<file path="config.mk">
export PLATFORM = sky130hd
export DESIGN_NAME = maxpool_relu_2x2
export DESIGN_NICKNAME = d
export VERILOG_FILES = /design/src/rtl/cnn_pkg.sv /design/src/rtl/pool_linebuf.sv /design/src/rtl/maxpool_relu_2x2.sv
export SDC_FILE = /design/constraint.sdc
export NUM_CORES = 1
export LEC_CHECK = 0
export CAP_MARGIN = 30
export CORE_ASPECT_RATIO = 0.7
export CORE_MARGIN = 2
export CORE_UTILIZATION = 45
export DETAILED_ROUTE_END_ITERATION = 8
export GPL_ROUTABILITY_DRIVEN = 0
export HOLD_SLACK_MARGIN = 0.08
export PLACE_DENSITY = 0.7
export SLEW_MARGIN = 20
export SYNTH_ARGS = -nofsm -noshare
export SYNTH_HDL_FRONTEND = slang
export SYNTH_SLANG_ARGS = --single-unit
</file>
<file path="constraint.sdc">
create_clock -name clk -period 8.2 [get_ports clk]
set_clock_uncertainty 0.1 [all_clocks]
set_input_delay 1.64 -clock clk [delete_from_list [all_inputs] [get_ports clk]]
set_output_delay 1.64 -clock clk [all_outputs]
set_load 0.05 [all_outputs]
</file>
<file path="src/rtl/cnn_pkg.sv">
// cnn_pkg: definitions shared by the conv-net pipeline stages.
//   T_DEF  : default data word width (two's complement signed)
//   wide_t : wide signed carrier so one max function serves every word width
//   smax   : signed maximum of two wide_t values
package cnn_pkg;

   localparam int T_DEF = 16;
   localparam int MAXW  = 64;

   typedef logic signed [MAXW-1:0] wide_t;

   function automatic wide_t smax(input wide_t a, input wide_t b);
      return (a > b) ? a : b;
   endfunction

endpackage

</file>
<file path="src/rtl/pool_linebuf.sv">
// pool_linebuf: one-row buffer of pair maxima for the 2x2 pooler.
//   clk   : write clock
//   we    : write enable
//   waddr : write address (pair index col/2)
//   wdata : word written
//   raddr : read address (asynchronous read)
//   rdata : word read
// Not reset: every entry is written on an even row before the odd row reads it.
module pool_linebuf #(
   parameter int T  = 16,
   parameter int D  = 4,
   parameter int AW = (D > 1) ? $clog2(D) : 1
) (
   input  logic          clk,
   input  logic          we,
   input  logic [AW-1:0] waddr,
   input  logic [T-1:0]  wdata,
   input  logic [AW-1:0] raddr,
   output logic [T-1:0]  rdata
);

   logic [T-1:0] mem [D];

   always_ff @(posedge clk)
      if (we) mem[waddr] <= wdata;

   assign rdata = mem[raddr];

endmodule

</file>
<file path="src/rtl/maxpool_relu_2x2.sv">
// maxpool_relu_2x2: streaming 2x2/stride-2 max pool fused with ReLU.
//   clk, reset       : clock, asynchronous active-high reset
//   x_data/valid/ready : input stream, channel-major then row-major then column
//   y_data/valid/ready : output stream, one word per 2x2 window, max(0, window)
// Even column words go to hold; odd column words in even rows store the pair
// maximum in the line buffer; odd column words in odd rows complete the
// window and load the single output register.
module maxpool_relu_2x2 import cnn_pkg::*; #(
   parameter int T   = T_DEF,
   parameter int R   = 8,
   parameter int C   = 8,
   parameter int NCH = 4
) (
   input  logic         clk,
   input  logic         reset,
   input  logic [T-1:0] x_data,
   input  logic         x_valid,
   output logic         x_ready,
   output logic [T-1:0] y_data,
   output logic         y_valid,
   input  logic         y_ready
);

   localparam int CW = $clog2(C);
   localparam int RW = $clog2(R);
   localparam int HW = (NCH > 1) ? $clog2(NCH) : 1;
   localparam int D  = C / 2;
   localparam int AW = (D > 1) ? $clog2(D) : 1;

   logic [CW-1:0] col;
   logic [RW-1:0] row;
   logic [HW-1:0] ch;
   logic [T-1:0]  hold;
   logic [T-1:0]  lb_rd;
   logic [T-1:0]  m_hx;
   logic [T-1:0]  m_win;
   logic [T-1:0]  m_out;
   logic [AW-1:0] lb_addr;
   logic          xfer;
   logic          lb_we;

   function automatic wide_t sx(input logic [T-1:0] v);
      return wide_t'($signed(v));
   endfunction

   function automatic logic [T-1:0] max2(input logic [T-1:0] a, input logic [T-1:0] b);
      return T'(smax(sx(a), sx(b)));
   endfunction

   // Loading is allowed whenever the output register is empty or draining.
   assign x_ready = !y_valid | y_ready;
   assign xfer    = x_valid & x_ready;

   assign lb_addr = AW'(col >> 1);
   assign lb_we   = xfer & col[0] & ~row[0];

   assign m_hx  = max2(hold, x_data);
   assign m_win = max2(m_hx, lb_rd);
   assign m_out = max2(m_win, '0);

   pool_linebuf #(.T(T), .D(D), .AW(AW)) u_lb (
      .clk   (clk),
      .we    (lb_we),
      .waddr (lb_addr),
      .wdata (m_hx),
      .raddr (lb_addr),
      .rdata (lb_rd)
   );

   always_ff @(posedge clk or posedge reset) begin
      if (reset) begin
         col     <= '0;
         row     <= '0;
         ch      <= '0;
         hold    <= '0;
         y_valid <= 1'b0;
         y_data  <= '0;
      end else begin
         if (y_valid && y_ready) y_valid <= 1'b0;
         if (xfer) begin
            if (col == CW'(C-1)) begin
               col <= '0;
               if (row == RW'(R-1)) begin
                  row <= '0;
                  ch  <= (ch == HW'(NCH-1)) ? '0 : ch + HW'(1);
               end else begin
                  row <= row + RW'(1);
               end
            end else begin
               col <= col + CW'(1);
            end
            if (!col[0]) begin
               hold <= x_data;
            end else if (row[0]) begin
               // A new load wins over the drain clear above on the same edge.
               y_data  <= m_out;
               y_valid <= 1'b1;
            end
         end
      end
   end

endmodule

</file>
==> results of run 1 <==
report_power, final:
group          internal, mW  switching (mW)  leakage, nW  total (mW)
Combinational         0.435           0.632         1.21        1.07
Sequential            0.742          0.0947         1.07       0.836
Clock                 0.237           0.172        0.135       0.409
layer usage:
| layer | GRT usage | routed length, µm | part of all wire |
|---|---|---|---|
| met3 | 0.04506 | 671 | 0.065 |
| met1 | 0.2864 | 4815 | 0.46 |
| met4 | 0.04255 | 83 | 0.0080 |
| met2 | 0.2871 | 4820 | 0.46 |
| met5 | 0 | 0 | 0 |
final cells by class:
cell class	instances	share of cell area
multi-input cells	195	0.3206
flip-flops and latches	103	0.4901
clock buffers	14	0.04126
repair buffers	46	0.07808
clock inverters	2	0.005925
well taps	153	0.03237
inverters	50	0.03174
metrics by stage:
step | area [µm²] | power (mW) | util
2_1_floorplan | 5027 | 1.596 | -
5_1_grt | 5913 | 2.477 | 0.5410
3_3_place_gp | 5595 | 1.865 | 0.5119
6_report | 5913 | 2.313 | 0.5410
3_5_place_dp | 5634 | 1.918 | 0.5155
4_1_cts | 5913 | 2.338 | 0.5410
sequential cells by signal (all words and copies together), names as in the netlist:
name and flops:
u_lb.mem 64, hold 16, y_data 16, col 3
row 3, y_valid 1
final timing paths:
| path | endpoint | slack (ns) | depth (start not counted) |
|---|---|---|---|
| worst max register to register | y_data[14]$_DFFE_PP0P_ | 3.18 | 17 |
| max in group asynchronous | y_data[7]$_DFFE_PP0P_ | 5.99 | 3 |
| min in group asynchronous | row[0]$_DFFE_PP0P_ | 1.64 | 3 |
| worst max-delay path | y_data[14]$_DFFE_PP0P_ | 1.70 | 19 |
| worst min register to register | y_data[15]$_DFFE_PP0P_ | 0.38 | 1 |
| worst min-delay path | y_data[15]$_DFFE_PP0P_ | 0.38 | 1 |
cell families (layout without fill, tap and decap cells):
logic type	after synthesis	after routing
mux	47	47
flops	103	103
simple gates	48	48
compound gates	64	64
buf+inv	60	112
fa+ha+maj	36	36
cells in the final DEF, fill, tap and decap left out, types with 2 or more instances in the layout:
cell type / Yosys / final
dfrtp_1: 39 / 39
mux2_2: 16 / 16
mux2i_1: 15 / 15
nand4_1: 6 / 6
and2_1: 2 / 2
nand3_1: 2 / 2
mux4_2: 16 / 16
o211ai_1: 3 / 3
clkbuf_1: 5 / 5
o21ai_0: 5 / 5
nand2_1: 17 / 17
buf_4: 1 / 7
a21oi_1: 9 / 9
clkbuf_16: 0 / 9
clkdlybuf4s50_1: 0 / 37
nor3_1: 3 / 3
nor2_1: 5 / 4
a211oi_1: 3 / 3
nor2b_1: 3 / 3
o21ai_1: 6 / 6
inv_1: 50 / 50
edfxtp_1: 64 / 64
o21a_1: 3 / 3
ha_1: 36 / 36
a21o_1: 4 / 4
a22oi_1: 15 / 15
o21ai_2: 10 / 10
==> results.md, run 1 <==
Run status:
- The flow ran to the end, and the final reports show no timing, DRC or antenna violations.

Critical path:
- The reg-to-reg startpoint is hold[14]$_DFFE_PP0P_.
- The cell with the largest stage delay on the worst path is clkdlybuf4s50_1.
- The worst setup path is of the in2reg kind.
- The worst endpoint required time is 8.37 ns.
- On the critical path the largest part of the delay comes from simple AND/OR/NAND/NOR gates.
- The endpoint kind of the worst setup timing path is a flip-flop.
- The worst setup path startpoint is x_data[14].
- Together, buffers and inverters on the worst path number 4.
- The launching element type of the critical path is an input port.
- Of all nets on the critical path, the largest fanout is 17.
- For this run, the slowest stage of the critical path takes 0.52 ns.
- The signal on the critical path passes through clkdlybuf4s50_1 -> inv_1 -> ha_1 -> a211oi_1 -> o211ai_1 -> a211oi_1 -> a21oi_4 -> nor2_8 -> mux2i_1 -> inv_1 -> ha_1 -> nand4_1 -> or4_1 -> a2bb2oi_1 -> o21a_1 -> nor3_2 -> buf_4 -> a22oi_1 -> o21ai_2.
- STA puts the critical path data arrival time at 6.67 ns.

Clocking:
- Counting the buffers created by CTS gives 9.
- The hold buffer count at CTS is 0.
- Once the clock tree was built, the resizer swapped 0 gates to a different size.
- The maximum clock path buffer count is 2.
- The clock-pin slew on the worst setup and hold paths is 0.06 ns.
- The H-tree was split into 3 levels.
- The tree is rooted in a clkbuf_16.
- The number of buffers inserted to repair setup after CTS is 0.
- The clock tree from TritonCTS is yes.
- For this design, the sink count on the clock tree is 103.
- The later pin in the worst-skew pair is clocked with a latency of 0.35 ns.

Die:
- In this run the standard cell core region covers 0.01093 mm².
- The vertical extent of the die is 92.43 µm.
- The initial utilization of the core area, before any placement, comes to 0.4599.
- The chip width is 130.3 µm.
- The floorplan step defined a die boundary enclosing 0.01205 mm².
- The top-level I/O count is 38.
- The site row count is 32.

Synthesis:
- The simple logic cell fraction of the synthesized area is 0.05301.
- Of the total synthesized cell area, the portion taken by XOR and XNOR cells is 0.
- The portion of synthesized area spent on multiplexers is 0.1374.
- By instance count, the leading cell after synthesis is edfxtp_1.
- By area the synthesized netlist is led by edfxtp_1 38%, dfrtp_1 19%, ha_1 9.0%.
- The commonest cells after synthesis are 64 x edfxtp_1, 50 x inv_1, 39 x dfrtp_1, 36 x ha_1, 17 x nand2_1.
- The cell type with the largest total area after synthesis is edfxtp_1.
- The mapped netlist covers 0.005027 mm².
- The flip-flop and latch count after synthesis is 103.
- In the synthesized netlist the async set-or-reset flop fraction comes to 0.3786.
- The number of nets in the synthesized netlist is 414.
- In the synthesized netlist the dominant register cell turns out to be edfxtp_1.
- The post-synthesis compound-gate area fraction is 0.09408.
- The area share of the largest cell type after synthesis is 0.3823.
- The number of distinct library cells after synthesis is 45.
- The count of flip-flops with a built-in enable after synthesis is 64.
- Of the total synthesized cell area, the portion taken by full adders, half adders and majority gates is 0.08960.
- The proportion of synthesized chip area in sequential cells is 0.5764.
- The main combinational cell family by area after synthesis is multiplexers.
- The mean post-synth cell area is 14.04 µm².
- Synthesis produced a netlist whose cell count is 358.
- The count of warnings emitted by yosys is 0.

Route:
- The via total after detailed routing is 2,988.
- The first detailed-routing pass took 4 iterations.
- The wire length per cell is 18.45 µm.
- In the routed design, unresolved DRC markers number 0.
- The final routed wirelength across all metal layers is 10,390 µm.
- The remaining antenna violation count after routing is 0.
- The first routing iteration left 141 violations.
- The detail-routed via count per cell is 5.307.

Timing:
- The ratio of final minimum period to clock period is 0.7926.
- Static timing analysis puts the maximum clock frequency at 153.9 MHz.
- The shortest clock period the worst path allows after layout is 6.499 ns.
- The count of pins over their slew limit is 0.
- In this run the tightest slew margin relative to its limit is 0.3610.
- The setup TNS after final layout is 0 ns.
- The slew at the pin closest to its max-slew limit is 0.9585 ns.
- Setup violations remaining at the end of the flow were counted as 0.
- Setup repair after global routing left no endpoint under its margin.
- The worst hold-check slack is 0.3848 ns.
- The final number of hold-violating endpoints is 0.
- Across all setup checks in the final design, the least slack found is 1.701 ns.

Global route:
- The maximum number of pins on one net before global-route repair is 40.
- The number of antenna violations at the first check in global routing came to 0.
- Global routing finished with a remaining overflow of 0.
- The first global-routing pass estimated 16,940 µm of wire.
- The total global routing track utilization is 0.1918.
- The number of global-route vias before repair is 3,047.

Power:
- VDD sags by at most 202.2 µV.
- For this design the ratio of total power to cell area is 391.1 mW/mm².
- The static power due to leakage is 2.410 nW.

Layout:
- The count of cells in the finished layout, fillers not included, comes to 563.
- The multi-input combinational cells in the finished layout cover a total of 0.001896 mm².
- The net total in the final layout is 461.
- The total area of sequential cells is 0.002898 mm².
- Relative to the synthesized area, the layout overhead comes to 17.62%.
- Of the cells placed in the final design, the portion with a size suffix greater than 1 is 0.1732.
- Counting the fill cells in the layout gives 896.
- The total inserted antenna cells is 0.

Hold path:
- The type of the tightest min-delay check is reg2reg.
- In this run the most critical hold path is launched from y_data[15]$_DFFE_PP0P_.

Placed design:
- Counting tap cells, the placed design contains a total of 547 instances.
- Timing analysis after detailed placement gives a worst setup slack of 1.398 ns.
- The half-perimeter wire length after detailed placement is 7452 µm.
- The count of buffers inserted at the top-level ports is 37.

Run:
- The tool flagged a number of max-cap violations equal to 0.
Power figures use the tool's default switching activity.
==> run 2, diff against run 1 <==
- clock period: 8.2 -> 6.4 ns (I/O delays scaled with it)
==> run 2 against run 1 <==
Critical path depth is the same. Count of clock-buffer cells in the layout did not move. Global-route usage fell by 0.71 points. Largest cell class unchanged. Largest power group unchanged. Cell area is essentially flat. Via count grew 1.1%. First-iteration DRC count decreased by 2.1%. Utilization about the same.
==> results.md, run 2 (synthesis gave the netlist of run 1 again) <==
Run status:
- The flow ran to the end, and the final reports show no timing, DRC or antenna violations.

Timing:
- The worst pin sits at a relative slew slack of 0.5482.
- The final number of hold-violating endpoints is 0.
- Setup repair after global routing left no endpoint under its margin.
- For this run, the top clock speed supported by timing is 168.7 MHz.
- The slew at the pin closest to its max-slew limit is 0.6777 ns.
- Setup violations remaining at the end of the flow were counted as 0.
- The slack of the critical path is 0.4740 ns.
- The shortest clock period the worst path allows after layout is 5.926 ns.
- The count of pins over their slew limit is 0.
- Summed over all failing endpoints, the final setup total negative slack is 0 ns.
- Dividing the final minimum period by the clock period gives 0.9259.

Power:
- The worst supply voltage drop on vdd is 221.7 µV.
- Summed over all cells, the static leakage comes to 2.413 nW.
- In this run the power density over the cells is 495.4 mW/mm².

Critical path:
- STA classifies the critical path endpoint as a flip-flop.
- The worst endpoint required time is 6.56 ns.
- STA classifies the critical path startpoint as an input port.
- The worst register-to-register path begins at hold[14]$_DFFE_PP0P_.
- The largest fanout of any net on the critical path is 17.
- The cell depth of the worst flop-to-flop path is 17.
- The arrival time of data at the critical path endpoint is 6.08 ns.
- The path type of the worst setup path is in2reg.
- The worst setup path startpoint is x_data[15].

Die:
- Measured along the y axis, the die boundary spans 92.43 µm.
- The die covers 0.01205 mm².
- The top-level I/O count is 38.
- The area of the core is 0.01093 mm².
- The site row count is 32.
- The initial utilization of the core area, before any placement, comes to 0.4599.
- The chip width is 130.3 µm.

Route:
- After detailed routing, the number of remaining DRC violations is 0.
- The detail-routed via count per cell is 5.356.
- In this run, the number of DRC markers left after iteration 0 of detailed routing was 138.
- The remaining antenna violation count after routing is 0.
- The wire length per cell is 17.95 µm.
- The final routed wirelength across all metal layers is 10,130 µm.
- The first detailed-routing pass took 4 iterations.
- The via total after detailed routing is 3,021.

Layout:
- In the layout the commonest cells are 64 x edfxtp_1, 50 x inv_1, 39 x dfrtp_1, 37 x clkdlybuf4s50_1, 36 x ha_1.
- The final design area excluding fillers is 0.005912 mm².
- The flip-flop count of the largest register after layout is 64.
- The count of fill cells added during filler insertion is 903.
- Compared with the post-synthesis result, the final layout area differs by 17.60%.
- The most common cell after layout, fill and taps aside is edfxtp_1.
- The total inserted antenna cells is 0.
- The share of cells above drive strength 1 is 0.1776.
- The largest registers in the layout are u_lb.mem (64), hold (16), y_data (16).
- More flip-flops sit in one register than any other, and that register is u_lb.mem.
- The net total in the final layout is 462.

Global route:
- The number of global-route vias before repair was 3,054.
- Entering global routing, the biggest net connects 40 pins.
- The number of antenna violations at the first check in global routing is 0.
- The first-pass GRT wire length is 16,440 µm.
- Summed over all layers, the global routing overflow is 0.
- The total global routing track utilization is 0.1847.

Clocking:
- The later pin in the worst-skew pair is clocked with a latency of 0.34 ns.
- The CTS buffer count is 9.
- After clock tree synthesis, the setup repair step added 0 buffers.
- Clock-pin slew was measured on the worst setup and hold paths at 0.06 ns.
- The number of gates given a new drive strength after cts is 0.
- The cell sitting at the root of the clock tree is a clkbuf_16.
- The count of H-tree levels built during CTS is 3.
- After clock tree synthesis, the flow added hold-fix buffers numbering 0.
- The clock sink count is 103.
- The clock tree from TritonCTS is yes.
- No sink is reached through more buffers than the 2 on the longest clock path.

Run:
- The tool flagged a number of max-cap violations equal to 0.

Placed design:
- Once placement finished, the instance area stood at 0.005622 mm².
- The worst slack at placement is 0.07991 ns.
- The half-perimeter wire length after detailed placement is 7071 µm.
- In this run the tool buffered the top-level ports with 37 buffer cells.

Hold path:
- The critical hold path startpoint is y_data[15]$_DFFE_PP0P_.
- The worst hold path belongs to the class reg2reg.
- The number of stages on the worst hold path is 1.
run 2: changes by cell type in the layout (fill, tap and decap cells not counted):
cell / delta
buf_16: -1
buf_6: +1
buf_8: +1
bufinv_16: -1
clkbuf_1: -1
clkbuf_16: +1
inv_6: +1
run 2: path summary, 6_finish.rpt:
path | end | slack, ns
max in group asynchronous | y_data[11]$_DFFE_PP0P_ | 4.54
min | y_data[15]$_DFFE_PP0P_ | 0.39
min in group asynchronous | col[0]$_DFFE_PP0P_ | 1.29
max reg2reg | y_data[11]$_DFFE_PP0P_ | 1.59
min reg2reg | y_data[15]$_DFFE_PP0P_ | 0.39
max | y_data[11]$_DFFE_PP0P_ | 0.47
run 2: worst max-delay path: stages:
cell             delay [ns]
clkdlybuf4s50_1        0.53
inv_1                  0.06
ha_1                   0.34
nand4_2                0.15
or3_1                  0.43
o21ai_1                0.25
a21oi_4                0.09
nor2_8                 0.35
mux2i_1                0.32
inv_1                  0.14
ha_1                   0.34
a21o_1                 0.19
a2111oi_0              0.45
o221ai_1               0.21
o21a_1                 0.24
nor3_2                 0.26
buf_4                  0.27
a22oi_1                0.09
o21ai_1                0.08
run 2: power breakdown:
part           switching, mW  internal, mW  total [mW]
clock network          0.225         0.289       0.514
logic                  0.816         0.548        1.36
registers              0.101         0.950        1.05
run 2: cell type report:
class                           count  area [µm²]  area share
Clock buffer                       14       265.3     0.04487
Tap cell                          153       191.4     0.03238
Inverter                           50       187.7     0.03175
Timing Repair Buffer               47       460.4     0.07788
Multi-Input combinational cell    195        1896      0.3206
Sequential cell                   103        2898      0.4902
Clock inverter                      2       13.76    0.002328
run 2: through the flow:
step                      power, mW  hold WS, ns  instances    util
final                         2.929       0.3855        564  0.5409
after global routing          3.140       0.4218        564  0.5409
after CTS                     2.962       0.3927        563  0.5398
after detailed placement      2.434       0.3723        547  0.5143
after global placement        2.381       0.3733        545  0.5119
after floorplan               2.045       0.3835        358       -
run 2: layer usage:
metal  global-route usage  up-vias  part of all wire
met1               0.2865     1502              0.47
met4              0.03901        0            0.0015
met5                    0        -                 0
met3              0.04391        2             0.071
met2               0.2657       83              0.45
li1                     -     1434                 -
